### src/rtl/iceboard_pkg.sv
// Shared constants, FSM states and CRC-16/CCITT-FALSE helper for the iCEboard motor UART link.
package iceboard_pkg;
  localparam logic [31:0] HEADER        = 32'hDEADBEEF;
  localparam int          PAYLOAD_BYTES = 13;
  localparam logic [15:0] CRC_POLY      = 16'h1021;
  localparam logic [15:0] CRC_INIT      = 16'hFFFF;

  typedef enum logic [2:0] {
    ST_HUNT,
    ST_PAYLOAD,
    ST_CRC_HI,
    ST_CRC_LO,
    ST_COMMIT
  } rx_state_t;

  function automatic logic [15:0] crc16_byte(input logic [15:0] crc_in, input logic [7:0] data);
    logic [15:0] c;
    c = crc_in ^ {data, 8'h00};
    for (int i = 0; i < 8; i++) begin
      if (c[15]) c = {c[14:0], 1'b0} ^ CRC_POLY;
      else       c = {c[14:0], 1'b0};
    end
    return c;
  endfunction
endpackage

### src/rtl/crc16_ccitt_byte.sv
// One-byte combinational CRC-16/CCITT-FALSE step, shared by the RX and TX link sides.
module crc16_ccitt_byte
  import iceboard_pkg::*;
(
  input  logic [15:0] crc_in,
  input  logic [7:0]  data,
  output logic [15:0] crc_out
);
  assign crc_out = crc16_byte(crc_in, data);
endmodule

### src/rtl/iceboard_status_rx.sv
// Status frame parser for the iCEboard motor UART link: hunts headers, checks CRC16 and
// commits per-motor status plus link statistics.
//
// state      | meaning
// ST_HUNT    | scanning byte stream for the 4-byte header
// ST_PAYLOAD | collecting the 13 payload bytes, CRC running
// ST_CRC_HI  | waiting for received CRC high byte
// ST_CRC_LO  | waiting for received CRC low byte; verdict taken as it arrives
// ST_COMMIT  | one-cycle gap while frame_ok/frame_err is visible
module iceboard_status_rx
  import iceboard_pkg::*;
#(
  parameter int NUMBER_OF_MOTORS    = 8,
  parameter int CLOCK_FREQ_HZ       = 50_000_000,
  parameter int BYTE_TIMEOUT_CYCLES = 2000
) (
  input  logic               clk,
  input  logic               reset,
  input  logic [7:0]         rx_data,
  input  logic               rx_valid,
  output logic signed [23:0] pwm                   [NUMBER_OF_MOTORS],
  output logic signed [23:0] encoder0_position     [NUMBER_OF_MOTORS],
  output logic signed [23:0] encoder1_position     [NUMBER_OF_MOTORS],
  output logic signed [23:0] displacement          [NUMBER_OF_MOTORS],
  output logic [31:0]        crc_checksum          [NUMBER_OF_MOTORS],
  output logic [31:0]        communication_quality [NUMBER_OF_MOTORS],
  output logic [31:0]        crc_error_count       [NUMBER_OF_MOTORS],
  output logic               frame_ok,
  output logic               frame_err
);
  localparam int            IDW      = (NUMBER_OF_MOTORS > 1) ? $clog2(NUMBER_OF_MOTORS) : 1;
  localparam int            TW       = $clog2(BYTE_TIMEOUT_CYCLES + 1);
  localparam logic [TW-1:0] TMR_LOAD = TW'(BYTE_TIMEOUT_CYCLES - 1);
  localparam logic [31:0]   WIN_LAST = 32'(CLOCK_FREQ_HZ - 1);
  localparam logic [31:0]   MOTORS   = 32'(NUMBER_OF_MOTORS);

  rx_state_t      state, state_next;
  logic [23:0]    hdr_shift;
  logic [3:0]     byte_cnt;
  logic [15:0]    crc, crc_upd;
  logic [103:0]   payload;
  logic [7:0]     crc_hi;
  logic [TW-1:0]  idle_tmr;
  logic [31:0]    win_cnt;
  logic [31:0]    good_cnt [NUMBER_OF_MOTORS];
  logic           in_frame, timeout, header_hit, last_payload, win_wrap;
  logic [7:0]     motor_id;
  logic [IDW-1:0] motor_idx;
  logic           id_ok, crc_match;
  logic           commit_good, commit_bad_crc, err_next;

  crc16_ccitt_byte u_crc (
    .crc_in  (crc),
    .data    (rx_data),
    .crc_out (crc_upd)
  );

  assign in_frame     = (state == ST_PAYLOAD) || (state == ST_CRC_HI) || (state == ST_CRC_LO);
  assign timeout      = in_frame && !rx_valid && (idle_tmr == '0);
  assign header_hit   = rx_valid && ({hdr_shift, rx_data} == HEADER);
  assign last_payload = (byte_cnt == 4'(PAYLOAD_BYTES - 1));
  assign motor_id     = payload[103:96];
  assign motor_idx    = motor_id[IDW-1:0];
  assign id_ok        = 32'(motor_id) < MOTORS;
  assign crc_match    = ({crc_hi, rx_data} == crc);
  assign win_wrap     = (win_cnt == WIN_LAST);

  always_ff @(posedge clk or posedge reset) begin
    if (reset) state <= ST_HUNT;
    else       state <= state_next;
  end

  always_comb begin
    state_next     = state;
    commit_good    = 1'b0;
    commit_bad_crc = 1'b0;
    err_next       = 1'b0;
    case (state)
      ST_HUNT:    if (header_hit) state_next = ST_PAYLOAD;
      ST_PAYLOAD: if (rx_valid && last_payload) state_next = ST_CRC_HI;
      ST_CRC_HI:  if (rx_valid) state_next = ST_CRC_LO;
      ST_CRC_LO: begin
        if (rx_valid) begin
          state_next = ST_COMMIT;
          if (!id_ok) begin
            err_next = 1'b1;
          end else if (crc_match) begin
            commit_good = 1'b1;
          end else begin
            commit_bad_crc = 1'b1;
            err_next       = 1'b1;
          end
        end
      end
      ST_COMMIT:  state_next = ST_HUNT;
      default:    state_next = ST_HUNT;
    endcase
    if (timeout) begin
      state_next = ST_HUNT;
      err_next   = 1'b1;
    end
  end

  always_ff @(posedge clk or posedge reset) begin
    if (reset) begin
      hdr_shift <= '0;
      byte_cnt  <= '0;
      crc       <= '0;
      payload   <= '0;
      crc_hi    <= '0;
      idle_tmr  <= '0;
      frame_ok  <= 1'b0;
      frame_err <= 1'b0;
    end else begin
      frame_ok  <= commit_good;
      frame_err <= err_next;
      if (in_frame) begin
        if (rx_valid)              idle_tmr <= TMR_LOAD;
        else if (idle_tmr != '0)   idle_tmr <= idle_tmr - TW'(1);
      end
      case (state)
        ST_HUNT: begin
          if (header_hit) begin
            hdr_shift <= '0;
            byte_cnt  <= '0;
            crc       <= CRC_INIT;
            idle_tmr  <= TMR_LOAD;
          end else if (rx_valid) begin
            hdr_shift <= {hdr_shift[15:0], rx_data};
          end
        end
        ST_PAYLOAD: begin
          if (rx_valid) begin
            payload  <= {payload[95:0], rx_data};
            crc      <= crc_upd;
            byte_cnt <= byte_cnt + 4'd1;
          end
        end
        ST_CRC_HI: if (rx_valid) crc_hi <= rx_data;
        // A byte landing in the commit gap starts the next header search instead of being dropped.
        ST_COMMIT: hdr_shift <= rx_valid ? {16'h0, rx_data} : '0;
        default: ;
      endcase
    end
  end

  always_ff @(posedge clk or posedge reset) begin
    if (reset) begin
      win_cnt <= '0;
      for (int m = 0; m < NUMBER_OF_MOTORS; m++) begin
        pwm[m]                   <= '0;
        encoder0_position[m]     <= '0;
        encoder1_position[m]     <= '0;
        displacement[m]          <= '0;
        crc_checksum[m]          <= '0;
        communication_quality[m] <= '0;
        crc_error_count[m]       <= '0;
        good_cnt[m]              <= '0;
      end
    end else begin
      win_cnt <= win_wrap ? '0 : win_cnt + 32'd1;
      if (win_wrap) begin
        for (int m = 0; m < NUMBER_OF_MOTORS; m++) begin
          communication_quality[m] <= good_cnt[m];
          good_cnt[m]              <= '0;
        end
      end
      if (commit_good) begin
        pwm[motor_idx]               <= payload[95:72];
        encoder0_position[motor_idx] <= payload[71:48];
        encoder1_position[motor_idx] <= payload[47:24];
        displacement[motor_idx]      <= payload[23:0];
        crc_checksum[motor_idx]      <= {16'h0, crc};
        // A commit in the wrap cycle belongs to the window that is just starting.
        if (win_wrap)                         good_cnt[motor_idx] <= 32'd1;
        else if (good_cnt[motor_idx] != '1)   good_cnt[motor_idx] <= good_cnt[motor_idx] + 32'd1;
      end
      if (commit_bad_crc && crc_error_count[motor_idx] != '1)
        crc_error_count[motor_idx] <= crc_error_count[motor_idx] + 32'd1;
    end
  end
endmodule

### config.mk
export PLATFORM = sky130hd
export DESIGN_NAME = iceboard_status_rx
export DESIGN_NICKNAME = d
export VERILOG_FILES = /design/src/rtl/iceboard_pkg.sv /design/src/rtl/crc16_ccitt_byte.sv /design/src/rtl/iceboard_status_rx.sv
export SDC_FILE = /design/constraint.sdc
export NUM_CORES = 2
export LEC_CHECK = 0
export BUFFER_PORTS_ARGS = -buffer_cell sky130_fd_sc_hd__buf_2
export CAP_MARGIN = 25
export CORE_AREA = 4 4 596 598
export DETAILED_ROUTE_END_ITERATION = 12
export DIE_AREA = 0 0 600 602
export PLACE_DENSITY_LB_ADDON = 0.25
export SLEW_MARGIN = 40
export SYNTH_ARGS = -nofsm -noshare
export SYNTH_HDL_FRONTEND = slang
export SYNTH_SLANG_ARGS = --single-unit
export TNS_END_PERCENT = 10
### constraint.sdc
create_clock -name clk -period 62.3 [get_ports clk]
set_input_delay 12.46 -clock clk [delete_from_list [all_inputs] [get_ports clk]]
set_output_delay 12.46 -clock clk [all_outputs]
set_load 0.05 [all_outputs]
==> results.md <==
- The final estimated routing congestion in global placement is 0.800.
- The boundary pin count is 1549.
- Setup repair after global routing left no endpoint under its margin.
- STA classifies the critical path endpoint as a flop.
- The worst setup path is launched from an input port.
- The floorplan step set the die height to 602 um.
- The cell total after placement is 12100.
- The die extent in x is 600 um.
- The relative max-transition margin is 0.394.
- The maximum clock skew at final layout is ~0.096 ns.
- The overall via count from detail_route is 56200.
- The area of the die is 361000 um2.
- In the routed layout, each cell is associated on average with a via count of 4.48.
- The slowest stage of the critical path belongs to the cell sky130_fd_sc_hd__a31oi_4.
- For this run, design rule violations remaining after detail routing come to 0.
- The first global-routing pass estimated 462000 um of wire.
- The post-detailed-route count of antenna-violating nets is 0.
- The synthesis-stage register bit count is between 1500 and 2000.
- The number of antenna violations at the first check in global routing was 19.
- VDD sags by at most between 0.02 and 0.025 mV.
- The final global-route overflow total is 0.
- The count of endpoints failing hold in the final timing report is 0.
- Across the run, the number of max-cap violations was 0.
- The core area is roughly 350000 um2.
- The total of warnings raised by yosys is 0.
- The clock latency reported for the late side of the worst-skew pair is 0.91 ns.
- With fillers left out, the area of the finished cells amounts to 97100 um2.
- The post-synthesis area per instance is 12.0 um2.
- The number of standard cells after synthesis is 6459.
- In the final layout, the share of cells above drive strength 1 is 0.394.
- In this run the static leakage power is roughly 51 nW.
- The count of hold buffers inserted by post-cts repair is 0.
- The flow ran to the end, and the final reports show no timing, DRC or antenna violations.
- The maximum fanout along the worst path is 39.
- The worst hold path was traced through 2 stages.
- The starting density of the core is 0.222.
- Yosys attributes the largest share of cell area to sky130_fd_sc_hd__dfrtp_1 (60%), sky130_fd_sc_hd__mux2_2 (15%), sky130_fd_sc_hd__nand2_1 (6.9%).
- The final net count is 7752.
- The endpoint required time on the critical path is 63.06 ns.
- The number of buffers created by CTS is 218.
- Walking the worst path, the cells encountered are buf_2 > xnor2_1 > nand4_1 > nor4_2 > buf_4 > nand2_1 > inv_2 > nand2_4 > buf_4 > a31oi_4 > buf_4 > o21ai_0 > a21oi_1.
- STA puts the critical path data arrival time at 17.50 ns.
- The setup total negative slack is 0 ns.
- Compared with the post-synthesis result, the final layout area differs by 25.6%.
- The count of flip-flops with a built-in enable after synthesis is 0.
- The number of slew-limit violations in the final report is 0.
- The area of the mapped netlist is 77400 um2.
- For this run, the register share of the synthesized area comes to 0.604.
- For this run, the number of standard cells in the final layout without fillers is around 13000.
- The tightest hold path in the finished design has a slack of 0.458 ns.
- The depth of the CTS H-tree is 4.
- Summed over all layers, the routed wires come to 332000 um.
- Counting both buffers and inverters, the worst setup path holds a total of 5.
- The post-cts resize count is 0.
- The initialized floorplan defines 217 standard-cell rows.
- The layout has 36500 filler cells.
- The worst min-delay path category is reg2reg.
- After clock tree synthesis, the clock-pin slew on the worst setup and hold paths is 0.06 ns.
- The share of Yosys cell area claimed by the top area cell type is 0.604.
- Entering global routing, the biggest net connects 155 pins.
- The fraction of synthesis flops using an asynchronous set or reset pin is 1.00.
- The actual slew at the worst max-slew pin is 0.907 ns.
- The via count of the first global-routing pass is 57500.
- The power per unit of standard cell area is 26.8 nW/um2.
- The number of cells on the worst reg-to-reg path is 10.
- For this block, the initial DRC count from the detailed router was 4085.
- Counting buffers and inverters, the worst setup path is 13 cells deep.
- By startpoint and endpoint, the worst setup path is classified as in2reg.
- The total setup buffers inserted after CTS is 0.
- The HPWL after detailed placement is 235000 um.
- The TritonCTS clock tree is done.
- In the final routed layout, each cell accounts on average for 26.5 um.
- The cell chosen for the clock root is sky130_fd_sc_hd__clkbuf_16.
- The final clock period utilization by the worst path is 0.269.
- The main flop type after synthesis is sky130_fd_sc_hd__dfrtp_1.
- For this run, the total global-route usage over all layers was measured as 0.177.
- The number of distinct library cell variants in the gate-level netlist after synthesis is 77.
- The TritonCTS sink count is 1868.
- The peak per-stage delay on the critical path is 0.81 ns.
- Of all cell types, the one taking the most synthesized area is sky130_fd_sc_hd__dfrtp_1.
- The number of buffers on the longest clock path is 4.
- The minimum period implied by the final worst setup slack is 16.73 ns.
- Setup violations remaining at the end of the flow were counted as 0.
- Summing all placed instances gives a cell area of 89400 um2.
- Buffers placed on the I/O ports in this run total 1420.
- The cell repeated most along the worst path is sky130_fd_sc_hd__buf_4.
- Broken down by cell family, the worst path's largest delay share belongs to buffers and inverters.
- The maximum operating frequency is 59.8 MHz.
- The number of optimization iterations in the first detailed-route pass is 5.
==> worst reg2reg max path, cell delays in order (launching register included) <==
cell and delay [ns]:
sky130_fd_sc_hd__dfrtp_4 0.85, sky130_fd_sc_hd__buf_4 0.64, sky130_fd_sc_hd__and2b_1 0.72, sky130_fd_sc_hd__buf_4 0.41, sky130_fd_sc_hd__a32oi_1 0.19, sky130_fd_sc_hd__o211ai_1 0.37, sky130_fd_sc_hd__and4b_1 0.63, sky130_fd_sc_hd__nand4_1 0.82
sky130_fd_sc_hd__o31ai_2 0.91, sky130_fd_sc_hd__nand3_1 0.17, sky130_fd_sc_hd__a21oi_1 0.18
==> where the power goes <==
group / switching, mW / leakage (nW) / internal (mW)
Sequential: 0.00141 / 26.0 / 1.22
Clock: 0.546 / 3.68 / 0.792
Combinational: 0.0444 / 21.4 / 0.00556
Total: 0.592 / 51.0 / 2.01
==> routing by layer <==
metal / vias to the layer above / GRT usage / share of wire
li1: 24500 / - / -
met1: 29400 / 0.210 / 0.39
met2: 1907 / 0.307 / 0.50
met3: 456 / 0.0467 / 0.072
met4: 0 / 0.0614 / 0.036
met5: - / 0 / 0
==> through the flow <==
step            util  total power, mW  setup WS (ns)
2_1_floorplan      -             1.29          23.92
5_1_grt        0.278             2.70          44.92
4_1_cts        0.277             2.65          45.00
3_3_place_gp   0.255             1.29          43.94
6_report       0.278             2.60          45.57
3_5_place_dp   0.256             1.29          43.97
==> kinds of logic after synthesis <==
family / count (synthesis) / share of synthesized area
fa+ha+maj: 6 / 0.000970
other cells: 1 / 0.0000485
flops: 1868 / 0.604
simple gates: 1853 / 0.101
compound gates: 794 / 0.0607
buf+inv: 639 / 0.0400
xor+xnor: 123 / 0.0139
mux: 1175 / 0.179
==> area by class of cell <==
| type | instances | area, um2 | area share |
|---|---|---|---|
| diodes | 21 | 52.6 | 0.000541 |
| clock buffers | 322 | 6420 | 0.0661 |
| clock inverters | 76 | 1030 | 0.0106 |
| inverters | 20 | 82.6 | 0.000850 |
| multi-input cells | 4079 | 28500 | 0.293 |
| flip-flops and latches | 1868 | 46800 | 0.481 |
| well taps | 4599 | 5750 | 0.0592 |
| repair buffers | 1548 | 8550 | 0.0880 |
==> Yosys cell counts, drive strengths merged, types with 20 or more instances <==
library cell  count
dfrtp          1868
nand2          1420
mux2           1048
buf             322
o21ai           322
clkbuf          297
a21oi           274
nand3           109
nor2             81
xnor2            75
mux2i            65
mux4             62
nor3             54
xor2             48
a22o             33
nand4            32
nor4             22
inv              20
==> state kept, by name, indices dropped and copies added, names as in the netlist <==
signal	cells
encoder0_position	192
frame_ok	1
idle_tmr	11
win_cnt	32
hdr_shift	24
state	3
byte_cnt	4
crc_checksum	128
crc_hi	8
pwm	192
crc_error_count	256
crc	16
frame_err	1
communication_quality	256
encoder1_position	192
payload	104
good_cnt	256
displacement	192
==> final timing paths <==
check | start | to | slack [ns]
min in group asynchronous | reset | displacement[27]$_DFFE_PP0P_ | 11.66
min | communication_quality[34]$_DFFE_PP0P_ | communication_quality[34]$_DFFE_PP0P_ | 0.46
max | rx_data[5] | good_cnt[232]$_DFF_PP0_ | 45.57
max reg2reg | payload[97]$_DFFE_PP0P_ | good_cnt[61]$_DFF_PP0_ | 56.33
min reg2reg | communication_quality[34]$_DFFE_PP0P_ | communication_quality[34]$_DFFE_PP0P_ | 0.46
max in group asynchronous | reset | encoder0_position[73]$_DFFE_PP0P_ | 45.70
==> cell usage in the layout, fill, tap and decap left out, types with 18 or more instances in the layout <==
| cell | netlist | routed |
|---|---|---|
| sky130_fd_sc_hd__dfrtp_1 | 1868 | 1853 |
| sky130_fd_sc_hd__buf_2 | 54 | 1421 |
| sky130_fd_sc_hd__nand2_1 | 1420 | 1414 |
| sky130_fd_sc_hd__mux2_2 | 1048 | 1048 |
| sky130_fd_sc_hd__o21ai_0 | 307 | 306 |
| sky130_fd_sc_hd__a21oi_1 | 271 | 270 |
| sky130_fd_sc_hd__clkbuf_16 | 0 | 219 |
| sky130_fd_sc_hd__conb_1 | 1 | 128 |
| sky130_fd_sc_hd__nand3_1 | 109 | 107 |
| sky130_fd_sc_hd__nor2_1 | 81 | 77 |
| sky130_fd_sc_hd__buf_4 | 160 | 76 |
| sky130_fd_sc_hd__xnor2_1 | 75 | 70 |
| sky130_fd_sc_hd__mux2i_1 | 65 | 65 |
| sky130_fd_sc_hd__mux4_2 | 62 | 62 |
| sky130_fd_sc_hd__clkbuf_8 | 0 | 56 |
| sky130_fd_sc_hd__nor3_1 | 52 | 51 |
| sky130_fd_sc_hd__xor2_1 | 48 | 48 |
| sky130_fd_sc_hd__clkbuf_1 | 297 | 48 |
| sky130_fd_sc_hd__clkinv_2 | 0 | 40 |
| sky130_fd_sc_hd__a22o_1 | 33 | 33 |
| sky130_fd_sc_hd__nand4_1 | 32 | 32 |
| sky130_fd_sc_hd__buf_6 | 4 | 23 |
| sky130_fd_sc_hd__diode_2 | 0 | 21 |
| sky130_fd_sc_hd__bufinv_16 | 0 | 19 |
| sky130_fd_sc_hd__nand2b_1 | 18 | 18 |
| sky130_fd_sc_hd__a221oi_1 | 18 | 18 |
Power figures use the tool's default switching activity.
